==> src/rtl/sdpram_rd_ctrl.sv <==
// sdpram_rd_ctrl: read-side controller for a simple dual-port RAM.
// Accepts read requests, issues the RAM read and tracks each read through a
// LATENCY-deep valid pipeline. Returning data is captured in a small response
// FIFO. Requests are only accepted while the pipeline plus FIFO have room, so
// the FIFO cannot overflow.
// Optional feature: define SDPRAM_RD_ERR_EN to flag out-of-range addresses.
// Such reads are still accepted but do not touch the RAM, and they return
// all-zero data with rd_rsp_err set.
module sdpram_rd_ctrl #(
  parameter int RAM_WIDTH  = 72,
  parameter int RAM_DEPTH  = 128,
  parameter int LATENCY    = 2,
  parameter int ADDR_WIDTH = $clog2(RAM_DEPTH),
  parameter int FIFO_DEPTH = LATENCY + 2
) (
  input  logic                  clk,
  input  logic                  rst,
  input  logic                  init_done,
  input  logic                  rd_req_vld,
  input  logic [ADDR_WIDTH-1:0] rd_req_addr,
  output logic                  rd_req_rdy,
  output logic [ADDR_WIDTH-1:0] ram_addrb,
  output logic                  ram_rden,
  input  logic [RAM_WIDTH-1:0]  ram_doutb,
  output logic                  rd_rsp_vld,
  output logic [RAM_WIDTH-1:0]  rd_rsp_data,
  input  logic                  rd_rsp_rdy
`ifdef SDPRAM_RD_ERR_EN
  ,
  output logic                  rd_rsp_err
`endif
);

  localparam int PTR_W = (FIFO_DEPTH > 1) ? $clog2(FIFO_DEPTH) : 1;
  localparam int CNT_W = $clog2(FIFO_DEPTH + 1);
  localparam int OUT_W = $clog2(FIFO_DEPTH + LATENCY + 1);

  logic                 accept;
  logic                 push;
  logic                 pop;
  logic [LATENCY-1:0]   vld_pipe;
  logic [RAM_WIDTH-1:0] push_data;
  logic [RAM_WIDTH-1:0] fifo_mem [FIFO_DEPTH];
  logic [PTR_W-1:0]     wr_ptr;
  logic [PTR_W-1:0]     rd_ptr;
  logic [CNT_W-1:0]     count;
  logic [OUT_W-1:0]     in_flight;
  logic [OUT_W-1:0]     outstanding;

  // The request address goes straight to the RAM; acceptance needs room
  // for the read in the pipeline and FIFO combined.
  assign ram_addrb   = rd_req_addr;
  assign outstanding = in_flight + OUT_W'(count);
  assign rd_req_rdy  = init_done & ~rst & (outstanding < OUT_W'(FIFO_DEPTH));
  assign accept      = rd_req_vld & rd_req_rdy;
  assign push        = vld_pipe[LATENCY-1];
  assign rd_rsp_vld  = ~rst & (count != CNT_W'(0));
  assign pop         = rd_rsp_vld & rd_rsp_rdy;
  assign rd_rsp_data = fifo_mem[rd_ptr];

`ifdef SDPRAM_RD_ERR_EN
  localparam logic [ADDR_WIDTH:0] ADDR_LIMIT = (ADDR_WIDTH + 1)'(RAM_DEPTH);

  logic               in_range;
  logic [LATENCY-1:0] err_pipe;
  logic               fifo_err [FIFO_DEPTH];

  assign in_range   = ({1'b0, rd_req_addr} < ADDR_LIMIT);
  assign ram_rden   = accept & in_range;
  assign push_data  = err_pipe[LATENCY-1] ? {RAM_WIDTH{1'b0}} : ram_doutb;
  assign rd_rsp_err = rd_rsp_vld & fifo_err[rd_ptr];

  // Carry the out-of-range flag alongside the read valid pipeline.
  always_ff @(posedge clk) begin
    if (rst) begin
      err_pipe <= '0;
    end else begin
      err_pipe[0] <= accept & ~in_range;
      for (int i = 1; i < LATENCY; i++) begin
        err_pipe[i] <= err_pipe[i-1];
      end
    end
  end

  // Store the error flag next to its data word in the response FIFO.
  always_ff @(posedge clk) begin
    if (rst) begin
      for (int i = 0; i < FIFO_DEPTH; i++) begin
        fifo_err[i] <= 1'b0;
      end
    end else if (push) begin
      fifo_err[wr_ptr] <= err_pipe[LATENCY-1];
    end else begin
      fifo_err[wr_ptr] <= fifo_err[wr_ptr];
    end
  end
`else
  assign ram_rden  = accept;
  assign push_data = ram_doutb;
`endif

  // Count reads still travelling through the RAM pipeline.
  always_comb begin
    in_flight = '0;
    for (int i = 0; i < LATENCY; i++) begin
      in_flight = in_flight + OUT_W'(vld_pipe[i]);
    end
  end

  // Mark each accepted read so its data is captured LATENCY cycles later.
  // Reset clears the marks, so data still returning from the RAM is ignored.
  always_ff @(posedge clk) begin
    if (rst) begin
      vld_pipe <= '0;
    end else begin
      vld_pipe[0] <= accept;
      for (int i = 1; i < LATENCY; i++) begin
        vld_pipe[i] <= vld_pipe[i-1];
      end
    end
  end

  // Response storage; cleared on reset so the head reads as zero until the
  // first word arrives.
  always_ff @(posedge clk) begin
    if (rst) begin
      for (int i = 0; i < FIFO_DEPTH; i++) begin
        fifo_mem[i] <= '0;
      end
    end else if (push) begin
      fifo_mem[wr_ptr] <= push_data;
    end else begin
      fifo_mem[wr_ptr] <= fifo_mem[wr_ptr];
    end
  end

  // FIFO pointers and occupancy. Pointers wrap at FIFO_DEPTH, which need not
  // be a power of two.
  always_ff @(posedge clk) begin
    if (rst) begin
      wr_ptr <= '0;
      rd_ptr <= '0;
      count  <= '0;
    end else begin
      if (push) begin
        wr_ptr <= (wr_ptr == PTR_W'(FIFO_DEPTH - 1)) ? PTR_W'(0) : wr_ptr + PTR_W'(1);
      end else begin
        wr_ptr <= wr_ptr;
      end
      if (pop) begin
        rd_ptr <= (rd_ptr == PTR_W'(FIFO_DEPTH - 1)) ? PTR_W'(0) : rd_ptr + PTR_W'(1);
      end else begin
        rd_ptr <= rd_ptr;
      end
      case ({push, pop})
        2'b10:   count <= count + CNT_W'(1);
        2'b01:   count <= count - CNT_W'(1);
        default: count <= count;
      endcase
    end
  end

endmodule
==> config.mk <==
export PLATFORM = sky130hd
export DESIGN_NAME = sdpram_rd_ctrl
export DESIGN_NICKNAME = d
export VERILOG_FILES = /design/src/rtl/sdpram_rd_ctrl.sv
export SDC_FILE = /design/constraint.sdc
export NUM_CORES = 1
export LEC_CHECK = 0
export ABC_AREA = 1
export CORE_MARGIN = 10
export CORE_UTILIZATION = 40
export DETAILED_ROUTE_END_ITERATION = 12
export HOLD_SLACK_MARGIN = 0.12
export SYNTH_ARGS = -nofsm -noshare
export SYNTH_HDL_FRONTEND = slang
export SYNTH_SLANG_ARGS = --single-unit
==> constraint.sdc <==
create_clock -name clk -period 7.46 [get_ports clk]
set_input_delay 1.119 -clock clk [delete_from_list [all_inputs] [get_ports clk]]
set_output_delay 1.119 -clock clk [all_outputs]
set_load 0.01 [all_outputs]
==> key figures <==
Clock network
  • Clock transition at the register clock pins on the worst setup and hold paths after CTS: 60 ps
  • H-tree levels: 1
  • Maximum number of buffers from clock root to sink: 3
  • Total clock sinks: 299
  • Setup bufs post-CTS: 0
  • PostCTS Resize Cnt: 0
  • Inserted Clock Buffers: 31
  • Hold buffer count at cts: 0
  • Clock network latency to the later pin of the worst-skew pair: 540 ps
  • CTS tree: yes
  • CTS root buffer: sky130_fd_sc_hd__clkbuf_16

Placed design
  • Routability cong.: 0.708
  • Placed Instances: 1649
  • Setup slack after placement: 2200 ps
  • Number of buffer cells added on primary ports: 151
  • Cell area after placement: 14400 sq um
  • Detailed placement HPWL: 17.7 mm

STA
  • Hold Fails Final Rpt: 0
  • Maximum achievable frequency: 211 MHz
  • Unrepaired setup endpoints after global routing: false
  • Final critical-path setup slack: 2710 ps
  • Share of the clock period used by the worst path: 63.7%
  • Worst-case headroom to the max-slew limit: 26.6%
  • Tightest Pin Transition: 1100 ps
  • Post-layout min period: 4750 ps
  • Final-report setup violation count: 0
  • Setup TNS: 0 ps
  • Post-Route Skew: 9.66 ps
  • Number of pins exceeding their max-slew limit in the final report: 0

Synthesis
  • Fraction of synthesized cell area taken by the top area cell type: 68.3%
  • Simple-Gate Fraction of Synth Area: 14.0%
  • Area fraction in compound gates after synthesis: 9.59%
  • Post-synth design cell area: 12700 sq um
  • Async set-or-reset flop fraction in the synthesized netlist: 0%
  • Avg Synthesized Cell Area: 10.8 sq um
  • Main combinational cell family by area after synthesis: simple AND/OR/NAND/NOR gates
  • Share of synthesized area occupied by flip-flops and latches: 70.0%
  • Largest area contributor in the synthesized netlist: sky130_fd_sc_hd__edfxtp_1
  • Cells taking the most area after synthesis: sky130_fd_sc_hd__edfxtp_1 68%, sky130_fd_sc_hd__nor2_1 13%, sky130_fd_sc_hd__o21ai_0 5.8%
  • Top flip-flop cell by instance count after synthesis: sky130_fd_sc_hd__edfxtp_1
  • Synthesized instance count: 1170
  • Top-count cell post-synth: sky130_fd_sc_hd__nor2_1
  • Yosys warning total: 0
  • Number of synthesized flops with an enable pin: 288
  • Adder and majority cell fraction of the synthesized area: 0.652%
  • Synthesized Nets: 1260
  • Number of register bits inferred by synthesis: 299
  • Most common library cells after synthesis: 441 x sky130_fd_sc_hd__nor2_1, 288 x sky130_fd_sc_hd__edfxtp_1, 147 x sky130_fd_sc_hd__o21ai_0
  • Count of different cell masters after synthesis: 20
  • Post-Synth XOR/XNOR Area: 0%
  • Mux cell area share after synthesis: 0%

Critical path
  • Worst endpoint data arrival time: 3630 ps
  • Max FO, Critical Path: 92
  • Cell-by-cell trace of the critical path: inv_4, buf_4, o21ai_0, o22ai_1, clkdlybuf4s50_1
  • Critical path class: reg2out
  • Type of origin of the critical path: register
  • Critical Path Sink Type: primary output
  • Critical Path RT: 6340 ps
  • Worst reg2reg path startpoint: vld_pipe[1]
  • Stage delay of the slowest cell on the critical path: 780 ps
  • Cell with the largest stage delay on the worst path: sky130_fd_sc_hd__buf_4

Die
  • Core region area: 31400 sq um
  • Total number of placement rows: 65
  • Die area: 39200 sq um
  • Height of the die: 198 um
  • Die span in x: 198 um
  • Num ports: 166
  • Effective utilization at floorplan: 40.3%

Finish
  • N_diodes: 0
  • Fill cell instance count of the final layout: 2923
  • Area of the multi-input gates: 3130 sq um
  • Post-route cell area: 15300 sq um
  • Post-layout utilization of the core: 48.7%
  • Fraction of final layout cells sized beyond drive strength 1: 4.23%
  • Area overhead of the layout relative to synthesis: 20.7%
  • Non-Filler Instances: 1703
  • FF/Latch Area: 8870 sq um
  • Fin nets: 1370

Detailed routing
  • DRT antenna net count: 0
  • Routed via count: 8726
  • Count of TritonRoute iterations in the first routing pass: 5
  • Ratio of routed vias to standard cells: 5.12
  • Met1 wire length: 14.0 mm
  • Final Routed Wirelength: 31.5 mm
  • Total length of routed met3 wires: 1.95 mm
  • Routed wire per std cell: 18.5 um
  • Top routing layer used: met4
  • Detailed-route DRC error count: 0
  • Iter 0 DRT Violations: 783
  • Sum of met2 wire segment lengths after detailed routing: 15.1 mm

Global routing
  • Tot GR Track Use: 15.7%
  • Pin count of the biggest net entering global routing: 93
  • First-pass GRT wire length: 48.9 mm
  • Vias in the first global route: 8774
  • Global route overflow: 0
  • Number of antenna violations at the first check in global routing: 0

Min path
  • Worst hold path type: reg2reg
  • Worst hold start: vld_pipe[0]

Job
  • Number of maximum-capacitance constraint violations: 0

Power
  • Maximum ir drop on the vdd rail: 0.152 mV
  • Leakage power summed over all cells: 5.99 nW
  • Total power per unit cell area: 240 nW/um^2

Status
  • Outcome: complete, no violations
worst paths after layout:
kind	end	slack, ps	cells past startpoint
worst max-delay path	rd_rsp_data[55]	2710	5
worst min-delay path	vld_pipe[1]	440	2
worst max register to register	fifo_mem[1][2]	3780	4
worst min register to register	vld_pipe[1]	440	2
cell type report:
type,instances,share of cell area [%]
clock buffers,46,5.44
clock inverters,8,0.246
well taps,402,3.29
multi-input cells,699,20.5
repair buffers,159,10.3
flip-flops and latches,299,58.0
inverters,90,2.23
power by group:
part           switching, W  internal, W
Sequential        0.0000273      0.00190
Combinational      0.000220     0.000166
Clock              0.000598     0.000762
Total              0.000845      0.00283
stage by stage:
stage | total power [W] | hold WS [ps]
finish | 0.00368 | 437
global route | 0.00381 | 485
CTS | 0.00371 | 439
detailed placement | 0.00236 | 428
global placement | 0.00236 | 443
floorplan | 0.00215 | 407
layout by cell type, fill, tap and decap left out, drive strengths merged, types with 5 or more instances in the layout:
cell type	n
dfxtp	11
nand3	9
o21ai	147
o22ai	73
nand2	18
edfxtp	288
ha	5
clkinv	8
buf	8
nor2	441
inv	90
clkbuf	46
clkdlybuf4s50	151
worst max-delay path, delay by kind of cell, from the launching register on:
family | cells | cell delay (ps)
buffers and inverters | 3 | 1900
DFF | 1 | 580
AOI/OAI and AO/OA | 2 | 480
state kept, by name, summed over array words and instances, names as in the netlist, named ones only:
signal    count
fifo_mem    288
vld_pipe      2
rd_ptr        2
wr_ptr        2
count         3
kinds of logic (layout without fill, tap and decap cells):
group                    count (synthesis)  count (layout)
AND/OR/NAND/NOR                        469             469
flip-flops                             299             299
AO/OA/AOI/OAI                          224             224
buffers and inverters                  172             303
adder cells (fa/ha/maj)                  6               6
layer usage:
metal / up-vias / track usage (%)
li1: 4200 / -
met1: 4250 / 20.8
met2: 245 / 26.0
met3: 31 / 3.12
met4: 0 / 3.36
met5: - / 0
Power figures use the tool's default switching activity.
